$ cat config.mk
export PLATFORM = sky130hd
export DESIGN_NAME = id_ex_hazard_stage
export DESIGN_NICKNAME = d
export VERILOG_FILES = /design/src/rtl/id_ex_hazard_stage.sv
export SDC_FILE = /design/constraint.sdc
export NUM_CORES = 1
export LEC_CHECK = 0
export ABC_AREA = 1
export CAP_MARGIN = 20
export CORE_AREA = 2 2 97 99
export CTS_BUF_LIST = sky130_fd_sc_hd__clkbuf_16
export CTS_CLUSTER_SIZE = 10
export DETAILED_ROUTE_END_ITERATION = 12
export DIE_AREA = 0 0 99 101
export DONT_BUFFER_PORTS = 1
export PLACE_DENSITY = 0.65
export SYNTH_ARGS = -nofsm -noshare
export SYNTH_HDL_FRONTEND = slang
export SYNTH_SLANG_ARGS = --single-unit
$ cat constraint.sdc
create_clock -name clk -period 4.7 [get_ports clk]
set_input_delay 1.41 -clock clk [delete_from_list [all_inputs] [get_ports clk]]
set_output_delay 1.41 -clock clk [all_outputs]
set_load 0.02 [all_outputs]
$ cat src/rtl/id_ex_hazard_stage.sv
// ID/EX pipeline register with load-use hazard detection, bubble/flush squashing
// and a saturating bubble counter for performance debug.
module id_ex_hazard_stage #(
  parameter int DATA_W  = 16,
  parameter int REG_W   = 4,
  parameter int ALUOP_W = 4,
  parameter int CNT_W   = 16
) (
  input  logic               clk,
  input  logic               rst_n,
  input  logic               id_valid,
  input  logic [REG_W-1:0]   id_rs,
  input  logic [REG_W-1:0]   id_rt,
  input  logic [REG_W-1:0]   id_rd,
  input  logic               id_uses_rs,
  input  logic               id_uses_rt,
  input  logic               id_regwrite,
  input  logic               id_memread,
  input  logic               id_memwrite,
  input  logic               id_memtoreg,
  input  logic               id_alusrc,
  input  logic [ALUOP_W-1:0] id_aluop,
  input  logic               id_halt,
  input  logic [DATA_W-1:0]  id_rs_data,
  input  logic [DATA_W-1:0]  id_rt_data,
  input  logic [DATA_W-1:0]  id_imm,
  input  logic [DATA_W-1:0]  id_pc_next,
  input  logic               flush,
  input  logic               ex_hold,
  output logic               ex_valid,
  output logic [REG_W-1:0]   ex_rs,
  output logic [REG_W-1:0]   ex_rt,
  output logic [REG_W-1:0]   ex_rd,
  output logic               ex_regwrite,
  output logic               ex_memread,
  output logic               ex_memwrite,
  output logic               ex_memtoreg,
  output logic               ex_alusrc,
  output logic [ALUOP_W-1:0] ex_aluop,
  output logic               ex_halt,
  output logic [DATA_W-1:0]  ex_rs_data,
  output logic [DATA_W-1:0]  ex_rt_data,
  output logic [DATA_W-1:0]  ex_imm,
  output logic [DATA_W-1:0]  ex_pc_next,
  output logic               load_use_stall,
  output logic [CNT_W-1:0]   bubble_count
);

  typedef struct packed {
    logic               valid;
    logic [REG_W-1:0]   rs;
    logic [REG_W-1:0]   rt;
    logic [REG_W-1:0]   rd;
    logic               regwrite;
    logic               memread;
    logic               memwrite;
    logic               memtoreg;
    logic               alusrc;
    logic [ALUOP_W-1:0] aluop;
    logic               halt;
    logic [DATA_W-1:0]  rs_data;
    logic [DATA_W-1:0]  rt_data;
    logic [DATA_W-1:0]  imm;
    logic [DATA_W-1:0]  pc_next;
  } idex_t;

  idex_t ex_q, id_d;
  logic  haz, rs_hit, rt_hit;

  // Invalid slots carry no control so they can never write or touch memory.
  always_comb begin
    id_d          = '0;
    id_d.valid    = id_valid;
    id_d.rs       = id_rs;
    id_d.rt       = id_rt;
    id_d.rd       = id_rd;
    id_d.rs_data  = id_rs_data;
    id_d.rt_data  = id_rt_data;
    id_d.imm      = id_imm;
    id_d.pc_next  = id_pc_next;
    if (id_valid) begin
      id_d.regwrite = id_regwrite;
      id_d.memread  = id_memread;
      id_d.memwrite = id_memwrite;
      id_d.memtoreg = id_memtoreg;
      id_d.alusrc   = id_alusrc;
      id_d.aluop    = id_aluop;
      id_d.halt     = id_halt;
    end
  end

  // Store data (rt) is served by MEM-to-MEM forwarding, so it never stalls.
  assign rs_hit = id_uses_rs & (id_rs == ex_q.rd);
  assign rt_hit = id_uses_rt & (id_rt == ex_q.rd) & ~id_memwrite;
  assign haz    = ex_q.valid & ex_q.memread & (ex_q.rd != '0) & id_valid & (rs_hit | rt_hit);

  assign load_use_stall = haz & ~flush & ~ex_hold & rst_n;

  always_ff @(posedge clk or negedge rst_n) begin
    if (!rst_n) begin
      ex_q         <= '0;
      bubble_count <= '0;
    end else if (!ex_hold) begin
      if (flush || haz) ex_q <= '0;
      else              ex_q <= id_d;
      if (haz && !flush && bubble_count != '1)
        bubble_count <= bubble_count + CNT_W'(1);
    end
  end

  assign ex_valid    = ex_q.valid;
  assign ex_rs       = ex_q.rs;
  assign ex_rt       = ex_q.rt;
  assign ex_rd       = ex_q.rd;
  assign ex_regwrite = ex_q.regwrite;
  assign ex_memread  = ex_q.memread;
  assign ex_memwrite = ex_q.memwrite;
  assign ex_memtoreg = ex_q.memtoreg;
  assign ex_alusrc   = ex_q.alusrc;
  assign ex_aluop    = ex_q.aluop;
  assign ex_halt     = ex_q.halt;
  assign ex_rs_data  = ex_q.rs_data;
  assign ex_rt_data  = ex_q.rt_data;
  assign ex_imm      = ex_q.imm;
  assign ex_pc_next  = ex_q.pc_next;

endmodule

==> impl_metrics.toml <==
[final_layout]
finish.utilization_pct = 55.8
final_nets = 647
finalInstanceArea_sq_um = 5010
area_delta_synth_final_pct = 6.63
antenna_cells = 0
final_common_cell = "nand2_1"
most-common-layout-cells = "nand2_1 (231), dfrtp_1 (103), nand3_1 (83), inv_1 (33), nor2_1 (24)"
drive_above_1_share_pct = 7.01

[power]
p_leak_nw = 2.61
seq_power_share_pct = 55.1
p_sw_mw = 0.484
pwr-share-comb_pct = 4.7
ir_drop_uv = 184
p_int_mw = 1.44
clockPowerShare_pct = 40.2
switching_share_pct = 25.2
power.density_nw_per_um2 = 384

[global_routing]
grt_max_degree = 105
grt_usage_pct = 23.1
grt_pass1_vias = 3746
antenna_found_initial = 0
grt_pass1_wl_mm = 18.4
grt_overflow = 0

[logic_synthesis]
syn_area_per_cell_sq_um = 8.22
ys_seq_area_share_pct = 54.8
yosys_warnings = 0
netlist-cell-type-count = 27
syn_nets = 666
ys_seq_elements = 103
synth.top_cell.area_share_pct = 54.8
syn_inst = 572
synth_area_sq_um = 4700
synthTopCellsByArea = "dfrtp_1 (55%), nand2_1 (18%), nand3_1 (8.8%)"
synth_largest_area_cell = "dfrtp_1"

[setup_path]
cpMaxStageDelayCell = "a31oi_4"
crit_chain = "nand3_1 -> a31oi_4 -> nand3_2 -> nor2_1 -> buf_4"
cp.arrival_ns = 2.66
reg2reg_depth = 5
cp-start-kind = "input pin"
cpPeakStageDelay_ns = 0.42
cp_num_buf_inv = 1
crit_family = "simple AND/OR/NAND/NOR gates"
worstReg2RegEnd = "ex_rs[1]"
end_kind = "primary output"
worst_ep_required_time_ns = 3.29
path_max_fanout = 12
reg2reg_from = "ex_rd[3]"
path_class = "in2out"
reg2reg_slack_ns = 2.41

[place]
place_congestion = 0.872
place_ws_ns = 0.633
placed_area_sq_um = 4700
hpwl_mm = 7.56
io_buffers = 0

[flow_run]
max-cap-violations = 0

[clocking]
cts_buffer_depth = 2
cts_buffers = 9
cts_hold_buf = 0
post-cts-setup-buffer-count = 0
insertion_delay_ns = 0.33
cts_resized = 0
path_clk_slew_ns = 0.06
htreeDepth = 3
clkSinkCount = 103
cts_tree = "done"
cts_root_buf = "clkbuf_16"

[floorplan]
fp.dieW_microns = 99
core-area_sq_um = 8980
rows = 35
initial_core_util_pct = 52.3
die-height_microns = 101
io_pins = 197
fp.dieArea_sq_um = 10000

[worst_hold_path]
hold_end = "ex_rs_data[9]"
worstHoldStart = "ex_rs_data[9]"
hold_class = "reg2reg"
min_path_cells = 2

[timing]
min_period_over_period_pct = 86.5
finalSetupViolations = 0
fin_ws_ns = 0.634
skew_ns = 0.00678
hold_ws_ns = 0.616
fin_setup_tns_ns = 0
slew_violations = 0
fmax_ghz = 0.246
layout_min_cycle_time_ns = 4.07
tightest_slew_ns = 0.968
hold_violations = 0
slew_headroom_pct = 35.5
rsz0062_at_grt = "false"

[routing]
drc = 0
wl_per_cell_microns = 17.1
routed_wl_mm = 11.4
antenna_left = 0
first_pass_iters = 4
viasPerCell = 5.56
dr.first_iter.drc_count = 238
num_vias = 3708

[status]
status = "completed"
-- power groups by stage --
stage / clock, mW / sequential (mW) / combinational (mW)
3_3_place_gp: 0 / 1.08 / 0.0868
6_report: 0.772 / 1.06 / 0.0908
4_1_cts: 0.796 / 1.06 / 0.0919
5_1_grt: 0.828 / 1.07 / 0.108
2_1_floorplan: 0 / 1.06 / 0.0896
3_5_place_dp: 0 / 1.08 / 0.0925
-- how the worst max path moves through the flow --
| stage | startpoint | endpoint | cells past startpoint |
|---|---|---|---|
| finish | id_valid | load_use_stall | 5 |
| global route | id_rs[0] | load_use_stall | 9 |
| CTS | id_valid | load_use_stall | 5 |
| detailed placement | id_valid | load_use_stall | 5 |
| global placement | id_valid | load_use_stall | 5 |
| floorplan | id_rs[0] | load_use_stall | 9 |
-- through the flow --
stage	std cells	total power [mW]
6_report	667	1.92
5_1_grt	667	2.00
4_1_cts	667	1.95
3_5_place_dp	653	1.17
3_3_place_gp	653	1.16
2_1_floorplan	572	1.15
-- cells by family after synthesis --
| logic type | share of synthesized area (%) |
|---|---|
| AOI/OAI and AO/OA | 2.48 |
| adders and majority gates | 0.266 |
| DFF | 54.8 |
| and+or+nand+nor | 35.6 |
| xor gates and xnor gates | 0.373 |
| buffers and inverters | 6.42 |
-- worst reg2reg max path: cells and delay by family (launching register included) --
kind                   cells  cell delay, ns
and+or+nand+nor            2            0.91
DFF                        1            0.57
buffers and inverters      1            0.14
AOI/OAI and AO/OA          2            0.56
-- area by class of cell --
cell class,instances,area [sq um]
Fill cell,802,3970
Tap cell,111,139
Clock buffer,9,225
Inverter,38,143
Clock inverter,5,83.8
Timing Repair Buffer,2,15.0
Sequential cell,103,2580
Multi-Input combinational cell,399,1830
-- per-layer routing --
metal / routed length (microns) / GRT usage, % / vias to the layer above
met1: 4760 / 29.6 / 1756
met5: 0 / 0 / -
met4: 197 / 8.64 / 0
met3: 972 / 7.42 / 18
met2: 5450 / 36.8 / 160
li1: - / - / 1774
-- registers in the layout, summed over array words and instances (netlist names) --
name          cells
bubble_count     16
ex_imm           16
ex_pc_next       16
ex_rs_data       16
ex_rt_data       16
ex_aluop          4
ex_rd             4
ex_rs             4
ex_rt             4
ex_alusrc         1
ex_halt           1
ex_memread        1
ex_memtoreg       1
ex_memwrite       1
ex_regwrite       1
ex_valid          1
-- synth_stat cells --
cell	number
nand2_1	231
dfrtp_1	103
nand3_1	83
inv_1	33
nor2_1	25
nand4_1	21
buf_2	19
clkbuf_1	9
o21ai_0	9
nor2_2	5
inv_2	4
nand3_2	4
o21bai_1	4
nor2_4	3
o21ai_1	3
buf_4	2
nand2_2	2
nand2_4	2
xnor2_1	2
a21oi_1	1
a31oi_4	1
buf_1	1
buf_6	1
clkinv_1	1
ha_1	1
nand4_4	1
nor3_1	1
No activity file was read; power rests on OpenSTA's default activity.
